## config.mk

```make
export PLATFORM = sky130hd
export DESIGN_NAME = spi_master
export DESIGN_NICKNAME = d
export VERILOG_FILES = /design/src/rtl/spi_master.sv
export SDC_FILE = /design/constraint.sdc
export NUM_CORES = 1
export LEC_CHECK = 0
export CORE_ASPECT_RATIO = 1.1
export CORE_MARGIN = 4
export CORE_UTILIZATION = 34
export CTS_CLUSTER_SIZE = 12
export DETAILED_ROUTE_END_ITERATION = 12
export PLACE_DENSITY = 0.63
export SYNTH_ARGS = -nofsm -noshare
export SYNTH_HDL_FRONTEND = slang
export SYNTH_SLANG_ARGS = --single-unit
```

## constraint.sdc

```tcl
create_clock -name clk -period 4.97 [get_ports clk]
set_input_delay 0.994 -clock clk [delete_from_list [all_inputs] [get_ports clk]]
set_output_delay 0.994 -clock clk [all_outputs]
set_load 0.02 [all_outputs]
```

## src/rtl/spi_master.sv

```systemverilog
// Byte-stream SPI master (mode 0, MSB first, active-low SSEL); first SCK rise CLK_DIV+1 clk after accept, rx pulse one clk after the last fall.
// Backpressure: tx_ready only in IDLE, WAIT and the bit-0 high phase of a non-last byte; at most one byte is held ahead of the shifter.
module spi_master #(
  parameter int CLK_DIV = 4
) (
  input  logic       clk,
  input  logic       rst_n,
  input  logic [7:0] tx_data,
  input  logic       tx_last,
  input  logic       tx_valid,
  output logic       tx_ready,
  output logic [7:0] rx_data,
  output logic       rx_valid,
  output logic       busy,
  output logic       SCK,
  output logic       MOSI,
  input  logic       MISO,
  output logic       SSEL
);

  typedef enum logic [2:0] {IDLE, SETUP, LOW, HIGH, WAIT, HOLD, GAP} state_t;

  localparam logic [7:0] CNT_MAX = 8'(CLK_DIV - 1);

  state_t     state, state_d;
  logic [7:0] cnt, cnt_d;
  logic [2:0] bit_idx, bit_idx_d;
  logic [6:0] tx_sh, tx_sh_d;
  logic [7:0] rx_sh, rx_sh_d;
  logic       last_flag, last_flag_d;
  logic       nxt_vld, nxt_vld_d;
  logic [7:0] nxt_data, nxt_data_d;
  logic       nxt_last, nxt_last_d;
  logic       sck_d, mosi_d, ssel_d;
  logic       done, done_d;
  logic       miso_meta, miso_s;
  logic       accept, cnt_end, have_next;
  logic [7:0] next_byte;
  logic       next_last;

  assign tx_ready  = (state == IDLE) || (state == WAIT) ||
                     (state == HIGH && bit_idx == 3'd0 && !last_flag && !nxt_vld);
  assign accept    = tx_valid && tx_ready;
  assign cnt_end   = (cnt == CNT_MAX);
  assign busy      = (state != IDLE);
  // A byte accepted on the very exit cycle of bit 0 bypasses the holding register.
  assign have_next = nxt_vld || accept;
  assign next_byte = nxt_vld ? nxt_data : tx_data;
  assign next_last = nxt_vld ? nxt_last : tx_last;

  always_comb begin
    state_d     = state;
    cnt_d       = cnt_end ? 8'd0 : cnt + 8'd1;
    bit_idx_d   = bit_idx;
    tx_sh_d     = tx_sh;
    rx_sh_d     = rx_sh;
    last_flag_d = last_flag;
    nxt_vld_d   = nxt_vld;
    nxt_data_d  = nxt_data;
    nxt_last_d  = nxt_last;
    sck_d       = SCK;
    mosi_d      = MOSI;
    ssel_d      = SSEL;
    done_d      = 1'b0;
    case (state)
      IDLE, WAIT: begin
        cnt_d = 8'd0;
        if (accept) begin
          tx_sh_d     = tx_data[6:0];
          mosi_d      = tx_data[7];
          last_flag_d = tx_last;
          bit_idx_d   = 3'd7;
          ssel_d      = 1'b0;
          state_d     = SETUP;
        end
      end
      SETUP, LOW: begin
        if (cnt_end) begin
          sck_d   = 1'b1;
          state_d = HIGH;
        end
      end
      HIGH: begin
        if (accept) begin
          nxt_vld_d  = 1'b1;
          nxt_data_d = tx_data;
          nxt_last_d = tx_last;
        end
        if (cnt_end) begin
          sck_d   = 1'b0;
          rx_sh_d = {rx_sh[6:0], miso_s};
          if (bit_idx != 3'd0) begin
            bit_idx_d = bit_idx - 3'd1;
            mosi_d    = tx_sh[6];
            tx_sh_d   = {tx_sh[5:0], 1'b0};
            state_d   = LOW;
          end else begin
            done_d = 1'b1;
            if (last_flag) begin
              state_d = HOLD;
            end else if (have_next) begin
              tx_sh_d     = next_byte[6:0];
              mosi_d      = next_byte[7];
              last_flag_d = next_last;
              bit_idx_d   = 3'd7;
              nxt_vld_d   = 1'b0;
              state_d     = LOW;
            end else begin
              state_d = WAIT;
            end
          end
        end
      end
      HOLD: begin
        if (cnt_end) begin
          ssel_d  = 1'b1;
          mosi_d  = 1'b0;
          state_d = GAP;
        end
      end
      GAP: begin
        if (cnt_end) state_d = IDLE;
      end
      default: state_d = IDLE;
    endcase
  end

  always_ff @(posedge clk or negedge rst_n) begin
    if (!rst_n) begin
      state     <= IDLE;
      cnt       <= 8'd0;
      bit_idx   <= 3'd7;
      tx_sh     <= 7'd0;
      rx_sh     <= 8'd0;
      last_flag <= 1'b0;
      nxt_vld   <= 1'b0;
      nxt_data  <= 8'd0;
      nxt_last  <= 1'b0;
      SCK       <= 1'b0;
      MOSI      <= 1'b0;
      SSEL      <= 1'b1;
      done      <= 1'b0;
      rx_data   <= 8'd0;
      rx_valid  <= 1'b0;
      miso_meta <= 1'b0;
      miso_s    <= 1'b0;
    end else begin
      state     <= state_d;
      cnt       <= cnt_d;
      bit_idx   <= bit_idx_d;
      tx_sh     <= tx_sh_d;
      rx_sh     <= rx_sh_d;
      last_flag <= last_flag_d;
      nxt_vld   <= nxt_vld_d;
      nxt_data  <= nxt_data_d;
      nxt_last  <= nxt_last_d;
      SCK       <= sck_d;
      MOSI      <= mosi_d;
      SSEL      <= ssel_d;
      done      <= done_d;
      rx_valid  <= done;
      if (done) rx_data <= rx_sh;
      miso_meta <= MISO;
      miso_s    <= miso_meta;
    end
  end

endmodule

```

==> results of run 1 <==
## kinds of logic after synthesis
| family | share of synthesized area, % |
|---|---|
| buffers and inverters | 2.278 |
| flip-flops | 53.51 |
| adder cells (fa/ha/maj) | 1.454 |
| AO/OA/AOI/OAI | 11.00 |
| XOR/XNOR | 2.036 |
| multiplexers | 14.54 |
| AND/OR/NAND/NOR | 15.17 |
## routing by layer
metal,global-route usage (%),vias to the layer above,wire length [um]
met3,3.177,8,172
met1,15.28,828,2383
met4,4.408,0,85
met5,0,-,0
met2,17.16,27,2147
li1,-,850,-
## flip-flops by register name (all words and copies together) (netlist names), 3 cells and up
| name | cells |
|---|---|
| cnt | 8 |
| bit_idx | 3 |
| rx_sh | 8 |
| state | 3 |
| nxt_data | 8 |
| rx_data | 8 |
| tx_sh | 7 |
## stage by stage
stage | total power [W] | worst slack, ns | cell area (um^2) | instances
after floorplan | 0.001087 | 2.579 | 2581 | 222
after global routing | 0.001599 | 1.557 | 3012 | 337
after detailed placement | 0.001230 | 2.023 | 2917 | 329
after CTS | 0.001493 | 1.660 | 3012 | 337
final | 0.001477 | 1.673 | 3012 | 337
after global placement | 0.001217 | 2.044 | 2917 | 329
## power groups by stage
stage                     logic [W]  clock network, W  registers, W
after detailed placement   0.000556                 0      0.000673
final                      0.000552          0.000259      0.000666
after floorplan            0.000435                 0      0.000652
after global placement     0.000545                 0      0.000671
after CTS                  0.000558          0.000269      0.000666
after global routing       0.000618          0.000296      0.000685
## worst max-delay path, cell delays in order (launching register included)
cell	delay [ns]
sky130_fd_sc_hd__dfstp_2	0.54
sky130_fd_sc_hd__inv_1	0.06
sky130_fd_sc_hd__ha_1	0.24
sky130_fd_sc_hd__nand2b_1	0.25
sky130_fd_sc_hd__nor4_2	0.09
sky130_fd_sc_hd__or2_2	0.28
sky130_fd_sc_hd__clkdlybuf4s50_1	0.54
## Yosys cell counts (all sizes together)
cell type | number | area share [%]
xor2 | 5 | 1.7
and3b | 1 | 0.34
nor3b | 1 | 0.29
buf | 3 | 0.82
a21o | 1 | 0.29
nand3b | 3 | 1.4
nor3 | 6 | 1.6
nand4 | 1 | 0.24
o21ai | 9 | 1.9
a211oi | 1 | 0.29
a31oi | 4 | 0.97
nor2 | 24 | 3.8
o31ai | 2 | 1.1
a22oi | 1 | 0.29
a21oi | 16 | 3.2
nor2b | 1 | 0.24
xnor2 | 1 | 0.34
o22ai | 8 | 1.9
nand2 | 8 | 1.4
inv | 6 | 0.87
nor4 | 1 | 0.48
a41oi | 1 | 0.34
nand2b | 2 | 0.48
ha | 3 | 1.5
nand3 | 10 | 1.9
o211ai | 1 | 0.29
clkbuf | 4 | 0.58
and2 | 2 | 0.48
and3 | 4 | 0.97
dfstp | 4 | 4.1
or2 | 2 | 0.48
nor4b | 1 | 0.92
mux2 | 32 | 15
a31o | 1 | 0.34
or3 | 1 | 0.24
dfrtp | 51 | 49
## final timing paths
path,startpoint,end,slack (ns)
min in group asynchronous,rst_n,nxt_data[6],0.81
max in group asynchronous,rst_n,rx_data[6],3.72
worst max register to register,state[1],tx_sh[6],2.54
worst min register to register,miso_meta,miso_s,0.36
worst min-delay path,miso_meta,miso_s,0.36
worst max-delay path,bit_idx[0],tx_ready,1.67
## layout make-up
type,instances,area [um^2],share of cell area [%]
clock buffer,7,86.33,2.867
inverter,6,22.52,0.7478
tap,87,108.9,3.614
clock inverter,1,8.758,0.2908
sequential,55,1381,45.87
timing repair buffer,27,262.8,8.725
multi-input combinational,154,1141,37.89
## layout by cell type (no fill, tap or decap), types with 2 or more instances in the layout
master	count
sky130_fd_sc_hd__inv_1	6
sky130_fd_sc_hd__nor3_2	2
sky130_fd_sc_hd__nand3_1	10
sky130_fd_sc_hd__a21oi_1	15
sky130_fd_sc_hd__clkbuf_8	6
sky130_fd_sc_hd__nor2_1	23
sky130_fd_sc_hd__a31oi_1	4
sky130_fd_sc_hd__clkdlybuf4s50_1	25
sky130_fd_sc_hd__dfstp_2	4
sky130_fd_sc_hd__mux2_2	28
sky130_fd_sc_hd__nor3_1	4
sky130_fd_sc_hd__o21ai_0	8
sky130_fd_sc_hd__dfrtp_1	51
sky130_fd_sc_hd__o22ai_1	8
sky130_fd_sc_hd__or2_2	2
sky130_fd_sc_hd__ha_1	3
sky130_fd_sc_hd__mux2_4	4
sky130_fd_sc_hd__nand3b_1	2
sky130_fd_sc_hd__nand2_1	6
sky130_fd_sc_hd__and2_1	2
sky130_fd_sc_hd__xor2_1	5
sky130_fd_sc_hd__nand2_2	2
sky130_fd_sc_hd__and3_1	4
sky130_fd_sc_hd__nand2b_1	2
==> metrics list, run 1 <==
- Status: complete, no violations
* Vias in the first global route: 1772
- Clock Pin Slew Worst Setup and Hold Paths: 0.10 ns
* Chip Width: 91.08 um
* Buffers inserted by post-CTS timing repair: 0
* Cell Area, Synth: 2581 um^2
* Final nets: 265
- Cell leakage power: 1.351 nW
- Final Critical Period: 3.297 ns
- Data on the critical path arrives at its endpoint at 2.30 ns.
- In this run, the number of DRC markers left after iteration 0 of detailed routing was 76.
- Core region area: 7432 um^2
* Number of pins with negative max-slew slack in the final report: 0
- Synth Warn #: 0
* Worst clock skew: 0.004623 ns
* Distinct cell type count after synthesis: 45
* Layout overhead on the synthesized area: 16.67%
- A synthesized cell averages 11.63 um^2.
* Part of the total power dissipated in the clock network: 17.5%
- The H-tree was split into 2 levels.
- Total clock buffers created by CTS: 5
- Worst endpoint required time: 3.98 ns
- DRC Markers: 0
- The internal power of the cells totals 0.0009404 W.
- Worst setup SP type: flop
* Die boundary height: 99.39 um
- TritonCTS built the clock tree.
- Once detail routing completed, the nets flagged for antenna violations numbered 0.
* Transition time at the pin with the least slew margin: 0.7601 ns
* R2R depth: 4
* Combinational fraction of design power: 37.4%
* Final weighted congestion of routability-driven global placement: 0.8225
- After global routing the overflow that remains totals 0.
- Worst-case hold slack: 0.3614 ns
- Gates resized during post-CTS repair numbered 0.
* Via Count: 1713
- FF+latch count, synth: 55
* Max-slew headroom at the worst pin: 49.22%
- 0 antenna diodes ended up in the layout.
* Clock Root Buffer: sky130_fd_sc_hd__clkbuf_8
- Along the worst path, the maximum fanout reaches 5.
- Initial antenna violation count: 0
- The tree built by TritonCTS fans out to 55 sinks.
* Finished Core Util: 40.52%
* Max Root-Sink Buffers: 2
* Maximum ir drop on the vdd rail: 0.0001965 V
* Seq/Total Area, Yosys: 53.51%
* Unrepaired setup endpoints after global routing: false
* Number of top-level pins: 27
- Net count after synthesis: 238
- Routed wire length: 4789 um
* Routed wire per std cell: 14.21 um
* Count of buffers from port buffering: 26
* Switching power: 0.0005369 W
- Maximum clock frequency: 0.3033 GHz
- Dividing total power by cell area gives a power density of 490.5 nW/um^2.
* Endpoints failing setup: 0
- Kind of capture point of the worst setup path: primary output
* Vias/cell: 5.083
- Die Area: 9051 um^2
* Hold Vio Cnt, Final: 0
- Fraction of power spent switching nets: 36.35%
- For this run, the detailed router's first-pass iteration total came to 4.
* Final setup TNS: 0 ns
- Initial core utilization: 34.73%
* Filler instances: 753
- After legalization and detailed placement, the total HPWL measured 3344 um.
- The first global-routing pass estimated 8452 um of wire.
- After clock tree synthesis, the flow added hold-fix buffers numbering 0.
* Period Utilization, post-route: 66.34%
* Proportion of layout cells with a drive suffix above 1: 23.60%
- The critical path in this run is classified as reg2out.
- Worst-skew pair later-pin latency: 0.30 ns
* Site row count: 33
* Reg power frac: 45.1%
- Along the worst hold path, the cell count comes to 0.
- For this run, the total global-route usage over all layers was measured as 11.27%.
* Maximum number of pins on one net before global-route repair: 56
* Total of max-cap violations: 0
* Mapped Cells: 222
* Class of the tightest hold or removal check: reg2reg
Note: power is estimated with default switching activity, not from simulation.
==> run 2: changes to the inputs <==
clock period = 3.2 ns   (was 4.97 ns; I/O delays follow)
==> run 2 against run 1 <==
Compared with the run above:
- non-clock buffer count grew 2
- highest routed layer unchanged
- utilization grew 0.56 points
- global-route usage grew 0.12 points
- wire length grew 0.23%
- clock power grew 89%
- combinational power grew 56%
- hold slack lost 0.088 ns
- sequential power grew 55%
==> metrics list, run 2 (synthesis gave the netlist of run 1 again) <==
* R2R depth: 4 (unchanged)
* Drt first-iter violations: 67 (-12%)
- STA classifies the critical path startpoint as a flop.
- Clock Pin Slew Worst Setup and Hold Paths: 0.10 ns (about the same)
- Number of buffers and inverters on the critical path: 2 (unchanged)
- Via Count: 1737 (+1.4%)
- The number of search-and-repair iterations in the first detailed-routing pass was 6 (+2).
- Core region area: 7432 um^2 (unchanged)
* Final setup TNS: 0 ns (unchanged)
- The largest net degree at the start of global routing came to 23 (-59%).
* Class of the tightest hold or removal check: in2async
- Site row count: 33 (unchanged)
- Die Area: 9051 um^2 (unchanged)
- DPL Wire Length: 3469 um (+3.7%)
- Setup repair after global routing left no endpoint under its margin.
- Post-route antenna net violation count: 0 (unchanged)
- Die boundary height: 99.39 um (unchanged)
* Slowest cell delay on critical path: 0.54 ns (about the same)
- Max Root-Sink Buffers: 2 (unchanged)
- Number of top-level pins: 27 (unchanged)
- Final Critical Period: 2.955 ns
- Max stage delay cell, worst path: sky130_fd_sc_hd__dfstp_2
- Number of buffers inserted by hold repair at cts: 0 (unchanged)
- The die width came to 91.08 um (unchanged).
- The quantity of gates resized following cts is 0 (unchanged).
- Kind of capture point of the worst setup path: primary output
- The effective utilization at floorplan was 34.73% (unchanged).
- The library cell used most frequently in the layout, excluding fill and tap cells, is sky130_fd_sc_hd__dfrtp_1.
- Setup slack, reg-to-reg: 0.78 ns (-1.76 ns)
* Power density over the cells: 781.4 nW/um^2 (+59%)
- The endpoint identified for the worst register-to-register timing path is tx_sh[1].
- Worst-skew pair later-pin latency: 0.31 ns (about the same)
- The largest vdd supply drop was 0.0003572 V (+82%).
* Worst clock skew: 0.009956 ns (+0.005333 ns)
* Routed wire length: 4800 um (+0.23%)
- The average vias per placed instance is 5.124 (+0.80%).
- The relative max-transition margin is 54.88% (+5.7 points).
- Maximum clock frequency: 0.3385 GHz
- The buffer count from post-CTS setup fixing is 0 (unchanged).
- Hold Vio Cnt, Final: 0 (unchanged)
- Critical path data arrival time: 2.31 ns (about the same)
- The number of nets in the finished design is 267 (+0.75%).
- The global-route wire length before repair came to 8645 um (+2.3%).
- Number of diodes: 0 (unchanged)
- The clock buffer count from CTS came to 5 (unchanged).
- The detail-routed net length per standard cell came to 14.16 um (-0.36%).
- Reg2reg start: state[1]
- Clock tree from TritonCTS: built
- In the layout the commonest cells are sky130_fd_sc_hd__dfrtp_1 (51), sky130_fd_sc_hd__mux2_2 (28), sky130_fd_sc_hd__clkdlybuf4s50_1 (25).
- Initial antenna violation count: 0 (unchanged)
* Cell family with most CP delay: simple AND/OR/NAND/NOR gates
* H-tree depth: 2 (unchanged)
* Final weighted congestion of routability-driven global placement: 0.8286 (+0.74%)
- Total of max-cap violations: 0 (unchanged)
- Proportion of layout cells with a drive suffix above 1: 24.60% (+1.0 points)
* Total GRT Usage: 11.40% (+0.12 points)
* Cell leakage power: 1.375 nW (+1.7%)
* Status: complete, no violations
* Filler instances: 753 (unchanged)
- Worst endpoint required time: 2.56 ns (-1.42 ns)
* Number of pins with negative max-slew slack in the final report: 0 (unchanged)
* Category of the critical setup timing path: reg2out
- The sum of overflow across all layers after global routing was 0 (unchanged).
* Endpoints failing setup: 0 (unchanged)
- The detailed-route DRC error count came to 0 (unchanged).
* Worst-case hold slack: 0.2737 ns (-0.08777 ns)
* Max FO, Critical Path: 5 (unchanged)
- The count of input and output buffers was 26 (unchanged).
- From synthesis to final layout, the design area changed by 18.27%.
* Clock Root Buffer: sky130_fd_sc_hd__clkbuf_8
- The sink count of the clock tree came to 55 (unchanged).
- The signal on the critical path passes through inv_1 -> ha_1 -> nand2b_1 -> nor4_2 -> or2_2 -> clkdlybuf4s50_1.
- The final standard cell utilization of the core was 41.08% (+0.56 points).
* Vias in the first global route: 1814 (+2.4%)
- Transition time at the pin with the least slew margin: 0.6767 ns (-0.08334 ns)
- Period Utilization, post-route: 92.33%
==> run 2: power breakdown <==
group          internal, W  leakage, nW  total (W)  switching (W)
combinational     0.000410        0.609   0.000861       0.000451
clock             0.000258       0.0618   0.000490       0.000233
sequential        0.000875        0.704    0.00103       0.000159
total              0.00154         1.37    0.00239       0.000843
==> run 2: stage by stage <==
stage | total power [W] | instance area, um^2 | std cells | worst slack (ns)
2_1_floorplan | 0.001689 | 2581 | 222 | 1.163
3_3_place_gp | 0.001895 | 2932 | 331 | 0.6279
3_5_place_dp | 0.001912 | 2932 | 331 | 0.6080
4_1_cts | 0.002409 | 3053 | 339 | 0.2416
5_1_grt | 0.002570 | 3053 | 339 | 0.1579
6_report | 0.002386 | 3053 | 339 | 0.2455
==> run 2: how the worst max path moves through the flow <==
stage               slack (ns)  depth (start not counted)       start  endpoint
floorplan                 1.16                          5  bit_idx[0]  tx_ready
global placement          0.63                          6  bit_idx[0]  tx_ready
detailed placement        0.61                          6  bit_idx[0]  tx_ready
CTS                       0.24                          6  bit_idx[0]  tx_ready
global route              0.16                          6  bit_idx[0]  tx_ready
finish                    0.25                          6  bit_idx[0]  tx_ready
==> run 2: layer usage <==
metal  global-route usage [%]  vias up  share of wire, %
li1                         -      857                 -
met1                    15.59      844                47
met2                    18.29       31                48
met3                    3.026        5               3.6
met4                    2.436        0              0.88
met5                        0        -                 0
==> run 2: cell type report <==
cell class / instances / area [um^2] / share of cell area [%]
Clock buffer: 6 / 82.58 / 2.705
Clock inverter: 2 / 38.79 / 1.270
Inverter: 6 / 22.52 / 0.7377
Multi-Input combinational cell: 154 / 1141 / 37.38
Sequential cell: 55 / 1381 / 45.25
Tap cell: 87 / 108.9 / 3.566
Timing Repair Buffer: 29 / 277.8 / 9.098
==> run 3: changes to the inputs <==
CORE_MARGIN = not set   (was 4)
GPL_ROUTABILITY_DRIVEN = 0   (was not set)
SKIP_LAST_GASP = 1   (was not set)
==> run 3 against run 2 <==
Compared with the run above:
- sequential power hardly changed
- flip-flop and latch count stayed put
- cell count is 0.29% lower
- setup slack better by 0.012 ns
- cell area is 0.66% lower
- fmax is 0.41% higher
- critical path type unchanged
- critical endpoint unchanged
- highest routed layer unchanged
==> metrics list, run 3 (synthesis gave the netlist of run 1 again) <==
* Hold Vio Cnt, Final: 0 (unchanged)
* Max FO, Critical Path: 5 (unchanged)
* Wire length of the first global-routing pass: 8135 um (-5.9%)
- The total number of placement rows was 32 (-3.0%).
* Final Critical Period: 2.942 ns (-0.01218 ns)
- Filler instances: 693 (-8.0%)
* Vias/cell: 5.254 (+2.5%)
* Clock tree from TritonCTS: built
* Clock Root Buffer: sky130_fd_sc_hd__clkbuf_8
- The buffer count from post-CTS setup fixing came to 0 (unchanged).
- Category of the critical setup timing path: reg2out
- Final setup TNS: 0 ns (unchanged)
- Power density over the cells: 763.3 nW/um^2 (-2.3%)
- DPL Wire Length: 3509 um (+1.2%)
- Class of the tightest hold or removal check: in2async
* Kind of capture point of the worst setup path: primary output
- The effective utilization at floorplan is 36.02% (+1.3 points).
- Max Root-Sink Buffers: 2 (unchanged)
* Num Clock Sinks: 55 (unchanged)
- Count of instances resized after the clock tree is built: 0 (unchanged)
- Worst endpoint required time: 2.56 ns (about the same)
- The top cell types in the final layout, fill and taps aside, are sky130_fd_sc_hd__dfrtp_1 (51), sky130_fd_sc_hd__mux2_2 (28), sky130_fd_sc_hd__clkdlybuf4s50_1 (25).
* Maximum clock frequency: 0.3399 GHz (+0.41%)
* Leading cell type in the layout, fill and taps excluded: sky130_fd_sc_hd__dfrtp_1
- The die footprint came to 7945 um^2 (-12%).
* Status: complete, no violations
- The most critical setup path has its endpoint at tx_ready.
* Transition time at the pin with the least slew margin: 0.6626 ns (-0.01410 ns)
- Worst-skew pair later-pin latency: 0.31 ns (about the same)
* Unrepaired setup endpoints after global routing: false
- Proportion of layout cells with a drive suffix above 1: 24.90% (+0.30 points)
- Layout overhead on the synthesized area: 17.50%
- The die width came to 85.08 um (-6.6%).
- The largest vdd supply drop came to 0.0002856 V (-20%).
- Core region area: 7167 um^2 (-3.6%)
* Total clock buffers created by CTS: 5 (unchanged)
* Total GRT Usage: 13.02% (+1.6 points)
- The total of endpoints with negative setup slack in the final report came to 0 (unchanged).
- Post-Place Setup Slack: 0.6141 ns (+0.006158 ns)
* Routed wire per std cell: 13.88 um (-2.0%)
- The die boundary height was 93.39 um (-6.0%).
- Met2 track utilization from global routing: 21.37% (+3.1 points)
- The sum of routed wire length over all layers was 4692 um (-2.3%).
- Total of max-cap violations: 0 (unchanged)
* Count of buffers from port buffering: 26 (unchanged)
- The maximum level of the CTS H-tree was 2 (unchanged).
- Cell leakage power: 1.364 nW (-0.75%)
* Worst clock skew: 0.008165 ns (-0.001792 ns)
* R2R depth: 5 (+1)
* Via Count: 1776 (+2.2%)
- In this run the critical register-to-register path is launched from cnt[0].
- Drt first-iter violations: 78 (+16%)
- The diode insertion count for antenna repair was 0 (unchanged).
* DRC Markers: 0 (unchanged)
* Initial antenna violation count: 0 (unchanged)
* Met3 track demand over resource: 3.089% (+0.063 points)
- The slack of the critical path was 0.2577 ns (+0.01218 ns).
- The via count of the first global-routing pass came to 1722 (-5.1%).
* Number of top-level pins: 27 (unchanged)
- Tracing the worst setup path back leads to its startpoint at bit_idx[0].
- Setup slack, reg-to-reg: 0.88 ns (+0.10 ns)
- GRT Max-Usage Layer: met2
- Worst setup SP type: flop
- The critical path data arrival time was 2.30 ns (about the same).
- Clock Pin Slew Worst Setup and Hold Paths: 0.11 ns (about the same)
- Period Utilization, post-route: 91.95% (-0.38 points)
- The worst register-to-register path ends at tx_sh[1].
- Maximum number of pins on one net before global-route repair: 27 (+17%)
- The final antenna-violating net count came to 0 (unchanged).
* Met1 GRT Util: 17.04% (+1.5 points)
* Final nets: 268 (+0.37%)
* 1st-pass router iterations: 4 (-2)
- The sum of overflow across all layers after global routing was 0 (unchanged).
- The relative max-transition margin came to 55.82% (+0.94 points).
* Number of pins with negative max-slew slack in the final report: 0 (unchanged)
- The hold-fix buffer count after cts came to 0 (unchanged).
run 3: cell count changes in the layout (fill, tap and decap cells not counted), sizes merged:
cell and change:
buf +1, bufinv -1, clkbuf -1, clkinvlp +1, inv +1
run 3: worst min path at each step:
stage          startpoint  slack (ns)          end
3_3_place_gp    miso_meta        0.35       miso_s
4_1_cts             rst_n        0.32    miso_meta
6_report            rst_n        0.31  nxt_data[2]
5_1_grt             rst_n        0.34    miso_meta
3_5_place_dp    miso_meta        0.34       miso_s
2_1_floorplan   miso_meta        0.33       miso_s
run 3: power breakdown:
group / switching (W) / total, W / internal [W]
Combinational: 0.000452 / 0.000874 / 0.000422
Clock: 0.000242 / 0.000404 / 0.000163
Sequential: 0.000162 / 0.00104 / 0.000875
Total: 0.000856 / 0.00232 / 0.00146
run 3: layout make-up:
| cell class | instances | area, um^2 | share of cell area (%) |
|---|---|---|---|
| clock buffer | 5 | 68.82 | 2.269 |
| timing repair buffer | 30 | 285.3 | 9.406 |
| clock inverter | 3 | 27.53 | 0.9076 |
| inverter | 6 | 22.52 | 0.7426 |
| multi-input combinational | 154 | 1141 | 37.62 |
| tap | 85 | 106.4 | 3.507 |
| sequential | 55 | 1381 | 45.54 |
run 3: per-stage QoR:
step	instances	instance area [um^2]	hold slack [ns]	utilization (%)	total power, W
3_3_place_gp	330	2937	0.3476	40.97	0.001913
6_report	338	3033	0.3125	42.32	0.002315
5_1_grt	338	3033	0.3388	42.32	0.002487
4_1_cts	338	3033	0.3247	42.32	0.002349
2_1_floorplan	222	2581	0.3312	-	0.001689
3_5_place_dp	330	2937	0.3410	40.97	0.001932
run 3: per-layer routing:
metal,up-vias,share of wire (%)
met2,52,48
li1,855,-
met5,-,0
met1,863,47
met4,0,0.87
met3,6,3.9
run 3: critical path, cell delays in order (launching register included):
cell and delay [ns]:
sky130_fd_sc_hd__dfstp_2 0.54, sky130_fd_sc_hd__inv_1 0.06, sky130_fd_sc_hd__ha_1 0.23, sky130_fd_sc_hd__nand2b_1 0.25
sky130_fd_sc_hd__nor4_2 0.09, sky130_fd_sc_hd__or2_2 0.28, sky130_fd_sc_hd__clkdlybuf4s50_1 0.54
